--- src/rtl/irq_ctrl_if.sv ---
// Interrupt controller bus: event sources, mask port, CPU ack and dispatch outputs.
// The master drives sources, mask writes and ack; the slave is the controller.
interface irq_ctrl_if;
    logic [7:0] irq_src;
    logic       mask_we;
    logic [7:0] mask_d;
    logic       ack;
    logic [7:0] intmask;
    logic [7:0] pending;
    logic       intr;
    logic [2:0] vect;
    logic       busy;

    modport master (
        output irq_src, mask_we, mask_d, ack,
        input  intmask, pending, intr, vect, busy
    );

    modport slave (
        input  irq_src, mask_we, mask_d, ack,
        output intmask, pending, intr, vect, busy
    );
endinterface

--- src/rtl/irq_ctrl.sv ---
// 7-source priority interrupt controller: pulse latched at edge E0, dispatched at E0+1 via intr toggle.
// One interrupt in service at a time; further events wait in pending until ack.
module irq_ctrl (
    input  logic        clock,
    input  logic        reset_n,
    irq_ctrl_if.slave   bus
);
    typedef enum logic {
        IDLE   = 1'b0,
        ACTIVE = 1'b1
    } state_t;

    state_t     state;
    logic [7:0] mask_q;
    logic [7:0] pend_q;
    logic       intr_q;
    logic [2:0] vect_q;

    logic [7:0] mask_nxt;
    logic [7:0] win_oh;
    logic [2:0] win_idx;
    logic       dispatch;
    logic [7:0] pend_nxt;

    always_comb begin
        mask_nxt = bus.mask_we ? {bus.mask_d[7:1], 1'b0} : mask_q;
        win_idx  = 3'd0;
        win_oh   = 8'h00;
        // Descending scan so the lowest-numbered pending source is the final assignment.
        for (int i = 7; i >= 1; i--) begin
            if (pend_q[i]) begin
                win_idx = 3'(i);
                win_oh  = 8'(1) << i;
            end
        end
        dispatch = (state == IDLE) && (pend_q != 8'h00);
        // New pulses override the dispatch clear; the post-write mask has the final word.
        pend_nxt = ((pend_q & ~(dispatch ? win_oh : 8'h00)) | (bus.irq_src & mask_nxt)) & mask_nxt;
    end

    always_ff @(posedge clock or negedge reset_n) begin
        if (!reset_n) begin
            state  <= IDLE;
            mask_q <= 8'h00;
            pend_q <= 8'h00;
            intr_q <= 1'b0;
            vect_q <= 3'd0;
        end else begin
            mask_q <= mask_nxt;
            pend_q <= pend_nxt;
            case (state)
                IDLE: begin
                    if (dispatch) begin
                        intr_q <= ~intr_q;
                        vect_q <= win_idx;
                        state  <= ACTIVE;
                    end
                end
                ACTIVE: begin
                    if (bus.ack) begin
                        state <= IDLE;
                    end
                end
                default: state <= IDLE;
            endcase
        end
    end

    assign bus.intmask = mask_q;
    assign bus.pending = pend_q;
    assign bus.intr    = intr_q;
    assign bus.vect    = vect_q;
    assign bus.busy    = (state == ACTIVE);
endmodule

--- src/flat_wrapper.sv ---
// flat-port wrapper written by rule: the top's interface ports become plain ports
module irq_ctrl_flat 
  (clock, reset_n, bus_irq_src, bus_mask_we, bus_mask_d, bus_ack, bus_intmask, bus_pending, bus_intr, bus_vect, bus_busy);
  irq_ctrl_if bus_i ();
  input  logic clock;
  input  logic reset_n;
  input wire logic [$bits(bus_i.irq_src)-1:0] bus_irq_src;
  input wire logic [$bits(bus_i.mask_we)-1:0] bus_mask_we;
  input wire logic [$bits(bus_i.mask_d)-1:0] bus_mask_d;
  input wire logic [$bits(bus_i.ack)-1:0] bus_ack;
  output wire logic [$bits(bus_i.intmask)-1:0] bus_intmask;
  output wire logic [$bits(bus_i.pending)-1:0] bus_pending;
  output wire logic [$bits(bus_i.intr)-1:0] bus_intr;
  output wire logic [$bits(bus_i.vect)-1:0] bus_vect;
  output wire logic [$bits(bus_i.busy)-1:0] bus_busy;
  assign bus_i.irq_src = bus_irq_src;
  assign bus_i.mask_we = bus_mask_we;
  assign bus_i.mask_d = bus_mask_d;
  assign bus_i.ack = bus_ack;
  assign bus_intmask = bus_i.intmask;
  assign bus_pending = bus_i.pending;
  assign bus_intr = bus_i.intr;
  assign bus_vect = bus_i.vect;
  assign bus_busy = bus_i.busy;
  irq_ctrl u_core (.clock(clock), .reset_n(reset_n), .bus(bus_i));
endmodule
--- config.mk ---
export PLATFORM = sky130hd
export DESIGN_NAME = irq_ctrl_flat
export DESIGN_NICKNAME = d
export VERILOG_FILES = /design/src/rtl/irq_ctrl_if.sv /design/src/rtl/irq_ctrl.sv /design/src/flat_wrapper.sv
export SDC_FILE = /design/constraint.sdc
export NUM_CORES = 1
export LEC_CHECK = 0
export BUFFER_PORTS_ARGS = -buffer_cell sky130_fd_sc_hd__buf_2
export CAP_MARGIN = 10
export CORE_MARGIN = 1.5
export CORE_UTILIZATION = 40
export CTS_CLUSTER_DIAMETER = 60
export CTS_CLUSTER_SIZE = 24
export DETAILED_ROUTE_END_ITERATION = 8
export GPL_TIMING_DRIVEN = 0
export PLACE_DENSITY = 0.81
export SKIP_LAST_GASP = 1
export SLEW_MARGIN = 40
export SYNTH_ARGS = -nofsm -noshare
export SYNTH_HDL_FRONTEND = slang
export SYNTH_SLANG_ARGS = --single-unit
--- constraint.sdc ---
create_clock -name clock -period 1.6 [get_ports clock]
set_clock_uncertainty 0.1 [all_clocks]
set_input_delay 0.32 -clock clock [delete_from_list [all_inputs] [get_ports clock]]
set_output_delay 0.32 -clock clock [all_outputs]
set_load 0.02 [all_outputs]
After elaboration in Yosys (flattened, before gate mapping) --
Index checks and enable logic that the tools add are counted.
Storage, ports and cells: bits in registers 21, latch bits 0, word-level logic and storage cells 34, memories 0, bits of input ports 20, output and inout port bits 21, memory bits (read-only) 0, bits in writable memories 0
Cells by class: multiplexer cells 19, eq/ne operators 0, multiply operators 0, bitwise gates (word level) 7, add/subtract/negate cells 0, shift operators 0, reduce and logical (&&, ||, !) cells 3, $lt $le $gt $ge 0, divide/modulo/power cells 0
Operators by type and width (count):
- two-way mux 8 bit | 9
- AND 8 bit | 3
- two-way mux 3 bit | 7
- NOT 8 bit | 1
- OR 8 bit | 1
- nonzero test 8 bit | 1
- two-way mux 1 bit | 2
- NOT 1 bit | 2
- one-hot mux 1 bit (2 select lines) | 1
- AND reduction 2 bit | 1
- logical AND 1 bit | 1

Logic depth before layout (Yosys ltp) --
word-level depth 12, depth in mapped cells 4, mapped depth without buffers 4

Least setup slack after synthesis --
OpenSTA, ideal clock, no wires.
path type reg-to-reg, start point register u_core.pend_q[1], in the netlist u_core.bus.pending[1], end point register u_core.pend_q[6], in the netlist u_core.bus.pending[6], setup slack -259 ps, buffers on the path 0, data arrival time 1640 ps, period minus slack after synthesis 1859 ps, required time 1381 ps, cell stages (with the launch flop) 5, library setup time 119 ps, cells stage by stage dfrtp_1 or3_4 or4_4 a21o_1 and2_1
On the way: word-level cells in the longest chain between the ends 7, elaborated cells between the ends (all ways) 8, classes of those cells 2 x mux; 4 x bitwise; 2 x reduce/logical
RTL lines:
- from (decl) | RTL line irq_ctrl.sv:15 | logic [7:0] pend_q;
- from (signal assigned) | RTL line irq_ctrl.sv:50 | pend_q <= pend_nxt;
- nonzero test 8 bit | RTL line irq_ctrl.sv:36 | dispatch = (state == IDLE) && (pend_q != 8'h00);
- logical AND 1 bit | RTL line irq_ctrl.sv:36
- two-way mux 8 bit * | RTL line irq_ctrl.sv:38 | pend_nxt = ((pend_q & ~(dispatch ? win_oh : 8'h00)) | (bus.irq_src & mask_nxt)) & mask_nxt;
- NOT 8 bit * | RTL line irq_ctrl.sv:38
- AND 8 bit * | RTL line irq_ctrl.sv:38
- OR 8 bit * | RTL line irq_ctrl.sv:38
- AND 8 bit * | RTL line irq_ctrl.sv:38
- via u_core.pend_nxt[6] | RTL line irq_ctrl.sv:23 | logic [7:0] pend_nxt;
Mark *: on every way through the listed nets, which the timed path passes. The rest lies on a longest branch. A chain may end at the register's enable or synchronous reset.

Worst setup path in the final report --
start point register u_core.pend_q[3], in the netlist u_core.bus.pending[3], end point register u_core.pend_q[6], in the netlist u_core.bus.pending[6]
On the way: word-level cells in the longest chain between the ends 8, elaborated cells between the ends (all ways) 10, classes of those cells 4 x mux; 4 x bitwise; 2 x reduce/logical
RTL lines:
- two-way mux 8 bit (3 in series) | RTL line irq_ctrl.sv:31 | if (pend_q[i]) begin
- two-way mux 8 bit * | RTL line irq_ctrl.sv:38
- NOT 8 bit * | RTL line irq_ctrl.sv:38
- AND 8 bit * | RTL line irq_ctrl.sv:38
- OR 8 bit * | RTL line irq_ctrl.sv:38
- AND 8 bit * | RTL line irq_ctrl.sv:38
- via u_core.pend_nxt[6] | RTL line irq_ctrl.sv:23
Marks and branches as above.

==> results.cfg <==
[logic_synthesis]
synth_most_common_cell = dfrtp_1
synth-simple-area-share_pct = 13.5
yosysSeqAreaShare_pct = 59.0
async_reset_ff_share_pct = 100
synth_area_sq_um = 891
ys_ff_latch = 21
yosysTopAreaCell = dfrtp_1
synth.yosys.warnings = 0
synth-compound-area-share_pct = 12.4
synth.net_count = 92
synth-xor-area-share_pct = 0.983
synth_cells = 72
yosys-top-cells-area = dfrtp_1 59%, mux2_2 11%, nor2_1 3.4%
synth_area_per_cell_sq_um = 12.4
synth_top_area_share_pct = 59.0
synthTopCellsByCount = 21 x dfrtp_1, 9 x mux2_2, 8 x nor2_1
synth_flop_cell = dfrtp_1
synth-edff-count = 0
yosys.area_share.adder_pct = 0
synth.distinct_cells = 24
muxShareOfSynthArea_pct = 12.5
synth_top_family_by_area = simple AND/OR/NAND/NOR gates

[power_and_ir_drop]
switchingPower_mw = 0.468
switching_share_pct = 33.6
p_int_mw = 0.924
power_density_nw_per_um2 = 1120
ir_drop_mv = 0.536
p_leak_nw = 0.617
seq_power_share_pct = 48.2
clkPwrFrac_pct = 17.8
p_comb_share_pct = 34.0

[floorplanning]
ios = 41
die_height_um = 50.2
fp-row-count = 16
die_area_sq_um = 2520
core_sq_um = 2020
die_w_um = 50.2
initial_utilization_pct = 44.1

[clock_network]
cts_sinks = 21
cts_buffers = 3
cts_root_buffer = clkbuf_4
clk_latency_ns = 0.30
cts.path.max_buffers = 2
cts-htree-levels = 1
path_clk_slew_ns = 0.11
cts_tree = yes

[drt]
totalWireLength_mm = 2.05
postRouteAntennaNets = 0
drc = 0
wl_per_cell_um = 13.5
drtPass1Iterations = 4
vias = 759
drtIter0Drc = 10
viasPerCell = 5.03

[layout]
final_nets = 145
syn2layout_area_growth_pct = 38.9
final_layout_size_suffix_gt1_share_pct = 58.1
diodes = 0
final_core_util_pct = 61.2

[timing]
fin_setup_tns_ns = -0.540
period_minus_slack_ns = 1.76
setup_viol = 6
rsz0062_at_grt = yes
slew_violations = 0
fin_ws_ns = -0.161
worstMarginPinSlew_ns = 0.480
hold_violations = 0
post-route-period-util_pct = 110
max_freq_mhz = 568
slew_headroom_pct = 68.0

[grt]
grt_util_all_layers_pct = 17.1
grt_pass1_vias = 730
antenna_found_initial = 0
grt.overflow.total = 0
grt_pass1_wl_mm = 3.21
grt_max_degree = 22

[status]
violations = setup timing
status = complete, but fails checks

[worst_setup_path]
crit_path_end_kind = register
crit_type = register to register
critPathRequiredTime_ns = 1.69
cp_max_fo = 3
worstPathArrival_ns = 1.85
start_kind = register

[placed_design]
dpl.hpwl_mm = 1.38
place.gp.congestion = 0.810
port_buffers = 38

[hold_path]
hold_class = input port to register

[run]
maxCapViolations = 0
## sequential cells by signal, indices dropped and copies added, names as in the netlist
name,cells
u_core.bus.intr,1
u_core.bus.busy,1
u_core.bus.vect,3
u_core.bus.intmask,8
u_core.bus.pending,8
## layout by cell type (no fill, tap or decap), types with 2 or more instances in the layout
| cell | n |
|---|---|
| a21o_1 | 2 |
| a21oi_1 | 3 |
| and2_1 | 3 |
| buf_2 | 38 |
| buf_4 | 9 |
| clkbuf_1 | 3 |
| clkbuf_4 | 3 |
| dfrtp_1 | 17 |
| dfrtp_2 | 4 |
| inv_1 | 2 |
| mux2_2 | 9 |
| nor2_1 | 7 |
| o21a_1 | 3 |
| o21ai_0 | 3 |
| or4_4 | 2 |
## power groups by stage
stage / Combinational [mW] / Clock [mW] / Sequential [mW]
after floorplan: 0.148 / 0 / 0.794
after global placement: 0.392 / 0 / 0.685
after detailed placement: 0.402 / 0 / 0.694
after CTS: 0.459 / 0.254 / 0.670
after global routing: 0.505 / 0.284 / 0.680
final: 0.474 / 0.247 / 0.671
## worst max-delay path, stage by stage, from the launching register on
cell	delay, ns
dfrtp_2	0.42
or3_4	0.39
or4_4	0.43
a21o_1	0.16
and2_1	0.15
## cell type report
cell class | instances | area, sq um
sequential | 21 | 531
multi-input combinational | 47 | 364
clock buffer | 4 | 26.3
fill | 182 | 785
tap | 27 | 33.8
inverter | 2 | 7.51
timing repair buffer | 48 | 268
buffer | 2 | 7.51
## metrics by stage
stage               setup WS, ns  total power, mW  area (sq um)  instances  hold WS, ns
finish                    -0.161             1.39          1240        151       0.0893
global route              -0.186             1.47          1240        151       0.0732
CTS                       -0.152             1.38          1220        149       0.0882
detailed placement        -0.195             1.10          1120        137        0.201
global placement          -0.168             1.08          1120        137        0.187
floorplan                 -0.189            0.942           895         72      -0.0756
## metal layers
| metal | GRT usage (%) | up-vias | share of wire [%] |
|---|---|---|---|
| met4 | 8.33 | 0 | 0.59 |
| met1 | 20.4 | 369 | 41 |
| li1 | - | 354 | - |
| met5 | 0 | - | 0 |
| met2 | 29.8 | 34 | 53 |
| met3 | 2.68 | 2 | 5.1 |
## repair_timing
item	4_1_cts	5_1_grt
pin swaps	1	1
hold endpoints to repair	21	0
gates resized for setup	3	2
hold buffers	1	0
endpoints found under the setup margin	6	6
setup buffers	7	2
## kinds of logic (layout without fill, tap and decap cells)
group                  Yosys count  in the layout
XOR/XNOR                         1              1
flip-flops                      21             21
AND/OR/NAND/NOR                 20             20
multiplexers                    10             10
AO/OA/AOI/OAI                   16             16
buffers and inverters            4             56
## worst paths after layout
check / cells after the start / to / startpoint / slack (ns)
setup reg to reg: 4 / u_core.bus.pending[6] / u_core.bus.pending[3] / -0.16
min in group asynchronous: 2 / u_core.bus.intmask[7] / reset_n / 0.39
hold reg to reg: 1 / u_core.bus.intr / u_core.bus.intr / 0.39
hold / removal: 2 / u_core.bus.busy / bus_ack / 0.09
setup / recovery: 4 / u_core.bus.pending[6] / u_core.bus.pending[3] / -0.16
max in group asynchronous: 2 / u_core.bus.pending[3] / reset_n / 0.67
(Power assumes the default switching activity.)
